$ cat src/rtl/axis_packet_arbiter_pkg.sv
// Shared types and the round-robin pick function for the packet arbiter.
package axis_arb_pkg;

  typedef enum logic {ARB, XFER} arb_state_t;

  // Round-robin winner: first set bit of req after 'last', wrapping.
  // req is zero-padded to 16 bits, so the zero bits above N_SRC never win
  // and the result is the same as a wrap at N_SRC.
  function automatic logic [3:0] rr_next(input logic [15:0] req, input logic [3:0] last);
    logic [3:0] idx;
    logic       found;
    rr_next = last;
    found   = 1'b0;
    for (int unsigned k = 1; k <= 16; k++) begin
      idx = last + 4'(k);
      if (!found && req[idx]) begin
        rr_next = idx;
        found   = 1'b1;
      end
    end
  endfunction

endpackage

$ cat src/rtl/axis_packet_arbiter_if.sv
// AXI-Stream bundle for the packet arbiter: N_SRC source ports plus one master port.
interface axis_packet_arbiter_if #(
  parameter int unsigned DATA_WIDTH = 16,
  parameter int unsigned N_SRC      = 4,
  parameter int unsigned ID_WIDTH   = 8
);

  logic [N_SRC-1:0]            s_tvalid;
  logic [N_SRC*DATA_WIDTH-1:0] s_tdata;
  logic [N_SRC-1:0]            s_tlast;
  logic [N_SRC*2-1:0]          s_tuser;
  logic [N_SRC-1:0]            s_tready;

  logic                        m_tvalid;
  logic [DATA_WIDTH-1:0]       m_tdata;
  logic                        m_tlast;
  logic [1:0]                  m_tuser;
  logic [ID_WIDTH-1:0]         m_tid;
  logic [DATA_WIDTH/8-1:0]     m_tkeep;
  logic                        m_tready;

  // Arbiter side: consumes the sources, drives the shared master port.
  modport master (
    input  s_tvalid, s_tdata, s_tlast, s_tuser,
    output s_tready,
    output m_tvalid, m_tdata, m_tlast, m_tuser, m_tid, m_tkeep,
    input  m_tready
  );

  // Environment side: drives the sources, sinks the master port.
  modport slave (
    output s_tvalid, s_tdata, s_tlast, s_tuser,
    input  s_tready,
    input  m_tvalid, m_tdata, m_tlast, m_tuser, m_tid, m_tkeep,
    output m_tready
  );

endinterface

$ cat src/rtl/axis_packet_arbiter_skid.sv
// Two-entry register slice: an output register plus one skid entry.
// in_ready is the registered "skid entry empty" flag, so it never depends
// combinationally on out_ready.
module axis_skid_buf
  import axis_arb_pkg::*;
#(
  parameter int unsigned DATA_WIDTH = 16,
  parameter int unsigned ID_WIDTH   = 8
) (
  input  logic                  ACLK,
  input  logic                  ARESET,
  input  logic                  in_valid,
  output logic                  in_ready,
  input  logic [DATA_WIDTH-1:0] in_data,
  input  logic                  in_last,
  input  logic [1:0]            in_user,
  input  logic [ID_WIDTH-1:0]   in_id,
  output logic                  out_valid,
  output logic [DATA_WIDTH-1:0] out_data,
  output logic                  out_last,
  output logic [1:0]            out_user,
  output logic [ID_WIDTH-1:0]   out_id,
  input  logic                  out_ready
);

  localparam int unsigned PW = DATA_WIDTH + 1 + 2 + ID_WIDTH;

  logic [PW-1:0] in_pl;
  logic [PW-1:0] out_pl;
  logic [PW-1:0] skid_pl;
  logic          skid_valid;
  logic          accept;

  assign in_pl    = {in_data, in_last, in_user, in_id};
  assign in_ready = !skid_valid;
  assign accept   = in_valid && in_ready;
  assign {out_data, out_last, out_user, out_id} = out_pl;

  // Refill the output from the skid entry first, then from the input; park the input in the skid entry on a stall.
  // A beat is only accepted while the skid entry is empty, so no three-way case exists.
  always_ff @(posedge ACLK or posedge ARESET) begin
    if (ARESET) begin
      out_valid  <= 1'b0;
      out_pl     <= '0;
      skid_valid <= 1'b0;
      skid_pl    <= '0;
    end else if (!out_valid || out_ready) begin
      if (skid_valid) begin
        out_pl     <= skid_pl;
        out_valid  <= 1'b1;
        skid_valid <= 1'b0;
      end else begin
        out_valid <= accept;
        if (accept) out_pl <= in_pl;
      end
    end else if (accept) begin
      skid_pl    <= in_pl;
      skid_valid <= 1'b1;
    end
  end

endmodule

$ cat src/rtl/axis_packet_arbiter.sv
// Packet-level round-robin arbiter: N_SRC AXI-Stream sources onto one master
// port. A grant is held from the first beat to the TLAST handshake; every beat
// is tagged with the source index and registered through a skid buffer.
// A reset mid-packet drops the partial packet without a TLAST; downstream must tolerate it.
module axis_packet_arbiter
  import axis_arb_pkg::*;
#(
  parameter  int unsigned DATA_WIDTH = 16,
  parameter  int unsigned N_SRC      = 4,
  parameter  int unsigned ID_WIDTH   = 8,
  localparam int unsigned GW         = $clog2(N_SRC)
) (
  input  logic                    ACLK,
  input  logic                    ARESET,
  input  logic [N_SRC-1:0]        src_en,
  axis_packet_arbiter_if.master   axis,
  output logic                    busy,
  output logic [GW-1:0]           grant_idx
);

  arb_state_t            state_q, state_d;
  logic [GW-1:0]         grant_q, grant_d;
  logic [N_SRC-1:0]      req;
  logic                  skid_in_ready;
  logic                  sel_valid;
  logic [DATA_WIDTH-1:0] sel_data;
  logic                  sel_last;
  logic [1:0]            sel_user;
  logic                  in_valid;
  logic                  accept;

  assign req       = axis.s_tvalid & src_en;
  assign busy      = (state_q == XFER);
  assign grant_idx = grant_q;
  assign axis.m_tkeep = '1;

  // Input mux: the granted source's beat.
  always_comb begin
    sel_valid = axis.s_tvalid[grant_q];
    sel_data  = axis.s_tdata[grant_q*DATA_WIDTH +: DATA_WIDTH];
    sel_last  = axis.s_tlast[grant_q];
    sel_user  = axis.s_tuser[grant_q*2 +: 2];
  end

  assign in_valid = (state_q == XFER) && sel_valid;
  assign accept   = in_valid && skid_in_ready;

  // State and grant registers.
  always_ff @(posedge ACLK or posedge ARESET) begin
    if (ARESET) begin
      state_q <= ARB;
      grant_q <= GW'(N_SRC - 1);
    end else begin
      state_q <= state_d;
      grant_q <= grant_d;
    end
  end

  // Next state, grant selection and per-source ready.
  always_comb begin
    state_d       = state_q;
    grant_d       = grant_q;
    axis.s_tready = '0;
    unique case (state_q)
      ARB: begin
        if (|req) begin
          grant_d = GW'(rr_next(16'(req), 4'(grant_q)));
          state_d = XFER;
        end
      end
      XFER: begin
        axis.s_tready[grant_q] = skid_in_ready;
        if (accept && sel_last) state_d = ARB;
      end
      default: state_d = ARB;
    endcase
  end

  axis_skid_buf #(
    .DATA_WIDTH (DATA_WIDTH),
    .ID_WIDTH   (ID_WIDTH)
  ) u_skid (
    .ACLK      (ACLK),
    .ARESET    (ARESET),
    .in_valid  (in_valid),
    .in_ready  (skid_in_ready),
    .in_data   (sel_data),
    .in_last   (sel_last),
    .in_user   (sel_user),
    .in_id     (ID_WIDTH'(grant_q)),
    .out_valid (axis.m_tvalid),
    .out_data  (axis.m_tdata),
    .out_last  (axis.m_tlast),
    .out_user  (axis.m_tuser),
    .out_id    (axis.m_tid),
    .out_ready (axis.m_tready)
  );

endmodule

$ cat src/flat_wrapper.sv
// flat-port wrapper written by rule: the top's interface ports become plain ports
module axis_packet_arbiter_flat import axis_arb_pkg::*;
#(
  parameter  int unsigned DATA_WIDTH = 16,
  parameter  int unsigned N_SRC      = 4,
  parameter  int unsigned ID_WIDTH   = 8,
  localparam int unsigned GW         = $clog2(N_SRC)
)
  (ACLK, ARESET, src_en, busy, grant_idx, axis_s_tvalid, axis_s_tdata, axis_s_tlast, axis_s_tuser, axis_s_tready, axis_m_tvalid, axis_m_tdata, axis_m_tlast, axis_m_tuser, axis_m_tid, axis_m_tkeep, axis_m_tready);
  axis_packet_arbiter_if #(.DATA_WIDTH(DATA_WIDTH), .N_SRC(N_SRC), .ID_WIDTH(ID_WIDTH)) axis_i ();
  input  logic ACLK;
  input  logic ARESET;
  input  logic [N_SRC-1:0] src_en;
  output logic busy;
  output logic [GW-1:0] grant_idx;
  input wire logic [$bits(axis_i.s_tvalid)-1:0] axis_s_tvalid;
  input wire logic [$bits(axis_i.s_tdata)-1:0] axis_s_tdata;
  input wire logic [$bits(axis_i.s_tlast)-1:0] axis_s_tlast;
  input wire logic [$bits(axis_i.s_tuser)-1:0] axis_s_tuser;
  output wire logic [$bits(axis_i.s_tready)-1:0] axis_s_tready;
  output wire logic [$bits(axis_i.m_tvalid)-1:0] axis_m_tvalid;
  output wire logic [$bits(axis_i.m_tdata)-1:0] axis_m_tdata;
  output wire logic [$bits(axis_i.m_tlast)-1:0] axis_m_tlast;
  output wire logic [$bits(axis_i.m_tuser)-1:0] axis_m_tuser;
  output wire logic [$bits(axis_i.m_tid)-1:0] axis_m_tid;
  output wire logic [$bits(axis_i.m_tkeep)-1:0] axis_m_tkeep;
  input wire logic [$bits(axis_i.m_tready)-1:0] axis_m_tready;
  assign axis_i.s_tvalid = axis_s_tvalid;
  assign axis_i.s_tdata = axis_s_tdata;
  assign axis_i.s_tlast = axis_s_tlast;
  assign axis_i.s_tuser = axis_s_tuser;
  assign axis_s_tready = axis_i.s_tready;
  assign axis_m_tvalid = axis_i.m_tvalid;
  assign axis_m_tdata = axis_i.m_tdata;
  assign axis_m_tlast = axis_i.m_tlast;
  assign axis_m_tuser = axis_i.m_tuser;
  assign axis_m_tid = axis_i.m_tid;
  assign axis_m_tkeep = axis_i.m_tkeep;
  assign axis_i.m_tready = axis_m_tready;
  axis_packet_arbiter #(.DATA_WIDTH(DATA_WIDTH), .N_SRC(N_SRC), .ID_WIDTH(ID_WIDTH)) u_core (.ACLK(ACLK), .ARESET(ARESET), .src_en(src_en), .axis(axis_i), .busy(busy), .grant_idx(grant_idx));
endmodule
$ cat config.mk
export PLATFORM = sky130hd
export DESIGN_NAME = axis_packet_arbiter_flat
export DESIGN_NICKNAME = d
export VERILOG_FILES = /design/src/rtl/axis_packet_arbiter_pkg.sv /design/src/rtl/axis_packet_arbiter_if.sv /design/src/rtl/axis_packet_arbiter_skid.sv /design/src/rtl/axis_packet_arbiter.sv /design/src/flat_wrapper.sv
export SDC_FILE = /design/constraint.sdc
export NUM_CORES = 1
export LEC_CHECK = 0
export ABC_AREA = 1
export CAP_MARGIN = 20
export CORE_MARGIN = 2
export CORE_UTILIZATION = 43
export CTS_CLUSTER_DIAMETER = 200
export DETAILED_ROUTE_END_ITERATION = 7
export PLACE_DENSITY_LB_ADDON = 0.15
export SYNTH_ARGS = -nofsm -noshare
export SYNTH_HDL_FRONTEND = slang
export SYNTH_SLANG_ARGS = --single-unit
$ cat constraint.sdc
create_clock -name ACLK -period 2.4 [get_ports ACLK]
set_clock_uncertainty 0.1 [all_clocks]
set_input_delay 0.36 -clock ACLK [delete_from_list [all_inputs] [get_ports ACLK]]
set_output_delay 0.36 -clock ACLK [all_outputs]
set_load 0.1 [all_outputs]
; Yosys cells after proc, flatten, opt, wreduce, memory -nomap -nowiden
; Index checks and enable logic that the tools add are counted.
; Widths: inputs -> output; s select.
[totals]
mem_bits_ro = 0
n_memories = 0
register_bits = 53
inputBits = 87
wordCells = 197
output_inout_bits = 37
ram_bits = 0
latch_bits = 0
[classes]
n_reduce_logical = 44
order_cmp = 18
muxes = 107
bitwise = 5
n_shift = 2
multipliers = 0
eq_ne = 0
div = 0
add_sub_neg = 15
[ops]
columns = cell, n
row1 = $mux 1, 69
row2 = $shiftx 64x7->16, 1
row3 = $bmux 1 s4, 15
row4 = $lt 4x5->1 const B, 12
row5 = $mux 27, 2
row6 = $mux 2, 15
row7 = $logic_and 1x1->1, 19
row8 = $logic_not 1->1, 17
row9 = $add 2x3->4 const B, 4
row10 = $add 2x4->4 const B, 4
row11 = $lt 3x5->1 const B, 3
row12 = $reduce_bool 15->1, 1
row13 = $add 3x3->4 const B, 2
row14 = $and 4x4->4, 2
row15 = $shiftx 8x4->2, 1
row16 = $add 2x2->3 const B, 2
row17 = $bmux 1 s2, 3
row18 = $lt 2x5->1 const B, 1
row19 = $add 3x1->4 const B, 1
row20 = $add 3x2->4 const B, 1
row21 = $mux 4, 1
row22 = $reduce_and 2->1, 2
row23 = $reduce_and 4->1, 1
row24 = $reduce_bool 2->1, 2
row25 = 8 further kinds, 10

; Longest topological paths before layout
[logic_depth]
ltp_word = 80
ltp_mapped = 14
ltp_nobuf = 12

; By module
; Synthesis repeated with hierarchy kept, for this count alone.
[hier_totals]
cells_unflattened = 543
hier_area_um2 = 3791.1
[by_module_without_submodules]
columns = module, area_each_um2, seq_area_each_um2, cells_each, n_inst
row1 = axis_skid_buf, 2565.0, 1401.3, 331, 1
row2 = axis_packet_arbiter, 1226.2, 77.6, 212, 1

; Worst setup path before layout
; No wires, ideal clock.
[synth_path]
path_kind = register -> output
from = register u_core.state_q, in the netlist u_core.busy
to = output port axis_s_tready[3]
path_buffers = 0
required_time_ps = 1940
t_arrival_ps = 3297
stages_incl_launch_ff = 3
setup_slack_ps = -1357
cell_sequence = dfrtp_1 > inv_1 > nor3_1
[synth_via]
elab_chain_len = 1
[synth_rtl]
columns = element, line_no
row1 = start: declaration, axis_packet_arbiter.sv:21  ; arb_state_t state_q, state_d;
row2 = start signal: assignment, axis_packet_arbiter.sv:54  ; state_q <= state_d;
row3 = $mux 4, axis_packet_arbiter.sv:64  ; unique case (state_q)
row4 = end: declaration, flat_wrapper.sv:20  ; output wire logic [$bits(axis_i.s_tready)-1:0] axis_s_tready;
; No other way between the ends.

; Worst setup path in the final report
[layout_path]
from = register u_core.grant_q[0], in the netlist u_core.grant_idx[0]
to = output port axis_s_tready[2]
[layout_via]
elab_chain_len = 6
word_cells_on_any_way = 7
cone_classes = order compare (2) / mux (3) / bitwise (1) / reduce/logical (1)
[layout_rtl]
columns = element, line_no
row1 = start: declaration, axis_packet_arbiter.sv:22  ; logic [GW-1:0] grant_q, grant_d;
row2 = start signal: assignment, axis_packet_arbiter.sv:52  ; grant_q <= GW'(N_SRC - 1);
row3 = start signal: assignment, axis_packet_arbiter.sv:55  ; grant_q <= grant_d;
row4 = $lt 2x3->1 (implied by the code) / $ge 2x1->1 (equally long branches), axis_packet_arbiter.sv:72  ; axis.s_tready[grant_q] = skid_in_ready;
row5 = $logic_and 1x1->1 (implied by the code), axis_packet_arbiter.sv:72
row6 = $mux 1 (implied by the code), axis_packet_arbiter.sv:72
row7 = $demux 1 s2 (*), --
row8 = $and 4x4->4 (no source line) (*), --
row9 = $mux 4 (*), axis_packet_arbiter.sv:64
; Mark *: on every way between the ends. The rest lies on a longest branch, timed or not.

==> metrics <==
Setup crit start kind flip-flop; first-pass GRT wire length 13,500 microns; Synth cell types 27; Netlist Area Pre-Place 2990 sq um; sequential cell area fraction in the yosys report 39.5%; Antenna diodes 0; #FFs+latches synth 47; min Tclk post-route 2.33 ns; vias in the first global route 2,964; Initial Util 44.2%; worst path arrival time ~1.9 ns; GP Congestion 0.822; synthesis warning total 0; Syn-to-layout area delta 44.7%; antenna-violating nets left 0; WL/cell ~14 microns; post-route cell area 4320 sq um; Hold Buf Count CTS 0; GR Util All Layers between 20 and 25%; Starting DRT DRC Count roughly 160; DP Wirelength 6210 microns; CP endpoint kind primary output; clk sinks 47; final hold vios 0; worst-path maximum fanout 26; Max Cap Viol 0; CTS Buffer Depth 2; Vias 3,058; placed cell count between 600 and 700; drt drc 0; Nets 625; Die H approximately 87 microns; critical path class reg2out; CTS Buf Count 5; fin. max-slew vios 0; Final period util a little over nine tenths; clock insertion delay at the later pin of the skew report 0.30 ns; final setup violation count 0; vias per cell 4.98; Worst-path clk slew 0.10 ns; Placed Area roughly 4200 sq um; Port Buffers between 100 and 150; Worst Hold Class in2async; Die ar. 7630 sq um; layout cells sized above 1 between 10% and 20%; Worst Reg2Reg Path Length in Cells 11; H-tree Lvls 2; antenna violations before repair 0; RR Startpoint u_core.grant_idx[1]$_DFFE_PP1P_; fmax roughly 430 MHz; FF-to-FF End u_core.u_skid.out_pl[0]$_DFFE_PP0P_; outcome finished clean; required time at the endpoint of the critical path around 1.9 ns; detailed-route wire length 8390 microns; Finished Layout Cells 614; Die X 87.3 microns; # rows 30; Pre-antenna DRT Iters 4; synthesized area per cell 7.08 sq um; reg2reg setup slack between 0.3 and 0.4 ns; largest net degree at the start of global routing 38; CORE AREA 6760 sq um; GRT overflow 0; clock tree root buffer cell clkbuf_8; # IOs 124; Syn Inst Count approximately 420; CTS tree yes
[cell usage after synthesis (all sizes together)]
cell | count | area, sq um
nand2 | 126 | 473
o21ai | 60 | 304
nor2 | 52 | 214
dfrtp | 45 | 1130
inv | 32 | 120
buf | 22 | 166
o211ai | 21 | 158
o22ai | 19 | 125
nand3 | 18 | 95.1
clkbuf | 11 | 41.3
ha | 5 | 62.6
conb | 2 | 7.51
dfstp | 2 | 52.6
nand3b | 2 | 15.0
nand4 | 2 | 12.5
a21oi | 1 | 5.00
clkinv | 1 | 3.75
nor3 | 1 | 5.00
[critical path: stages (launching register included)]
cell and delay [ns]:
dfstp_4 0.51, inv_2 0.16, buf_4 0.31, ha_1 0.19
nand2_1 0.06, nor2_2 0.14, buf_12 0.19
[stage by stage]
| step | util, % | hold WS (ns) | worst slack [ns] | TNS, ns |
|---|---|---|---|---|
| after floorplan | - | 0.353 | -0.216 | -0.838 |
| after global placement | 62.1 | 0.364 | 0.285 | 0 |
| after detailed placement | 62.1 | 0.364 | 0.251 | 0 |
| after CTS | 63.5 | 0.219 | 0.0138 | 0 |
| after global routing | 64.0 | 0.210 | -0.00244 | -0.00244 |
| final | 64.0 | 0.196 | 0.0746 | 0 |
[worst max path at each step]
stage                     depth (start not counted)                            start                             endpoint  slack (ns)
after global routing                              6  u_core.grant_idx[0]$_DFFE_PP1P_                     axis_s_tready[2]      -0.002
after floorplan                                   2            u_core.busy$_DFF_PP0_                     axis_s_tready[0]       -0.22
after CTS                                         6  u_core.grant_idx[0]$_DFFE_PP1P_                     axis_s_tready[2]        0.01
final                                             6  u_core.grant_idx[0]$_DFFE_PP1P_                     axis_s_tready[2]        0.07
after global placement                           10                 axis_s_tvalid[3]  u_core.u_skid.out_pl[9]$_DFFE_PP0P_        0.29
after detailed placement                         10                 axis_s_tvalid[3]  u_core.u_skid.out_pl[9]$_DFFE_PP0P_        0.25
[cell type report]
type,count,area (sq um)
Inverter,33,124
Fill cell,594,2430
Tap cell,80,100
Multi-Input combinational cell,315,1530
Clock buffer,7,86.3
Timing Repair Buffer,131,1290
Sequential cell,47,1190
Clock inverter,1,8.76
[logic make-up (layout without fill, tap and decap cells)]
logic type,after synthesis,count (layout),synth area share [%]
other,2,8,0.251
buffers and inverters,66,172,11.1
AO/OA/AOI/OAI,101,101,19.8
adder cells (fa/ha/maj),5,5,2.09
AND/OR/NAND/NOR,201,201,27.3
flip-flops,47,47,39.5
[flip-flops by register name (all words and copies together), names as in the netlist]
name                      count
u_core.u_skid.out_valid       1
u_core.grant_idx              2
u_core.u_skid.out_pl         21
u_core.u_skid.skid_valid      1
u_core.u_skid.skid_pl        21
u_core.busy                   1
[cell usage in the layout (no fill, tap or decap), types with 2 or more instances in the layout]
master,netlist,final
inv_1,28,27
nand3b_1,2,2
ha_1,5,4
clkbuf_8,0,6
inv_2,4,5
dfstp_4,0,2
dfrtp_1,45,45
o21ai_0,51,51
nor2_1,50,47
clkdlybuf4s50_1,0,86
o21ai_1,8,8
o211ai_1,21,21
nand3_1,17,17
conb_1,2,8
nand4_1,2,2
nor2_2,1,4
nand2_1,126,126
buf_12,0,7
buf_4,10,38
o22ai_1,18,18
[what timing repair did]
| item | 4_1_cts | 5_1_grt |
|---|---|---|
| endpoints found under the setup margin | 0 | 1 |
| gates resized for setup | 0 | 0 |
| setup buffers | 0 | 4 |
[routing by layer]
| metal | wire length (microns) | global-route usage [%] |
|---|---|---|
| met1 | 3610 | 27.4 |
| met2 | 4350 | 39.5 |
| met4 | 125 | 5.87 |
| met3 | 308 | 4.36 |
| met5 | 0 | 0 |
Power is left out: the tool's default activity adds up to more than one toggle a clock period on the data nets, which glitch-free logic cannot reach.
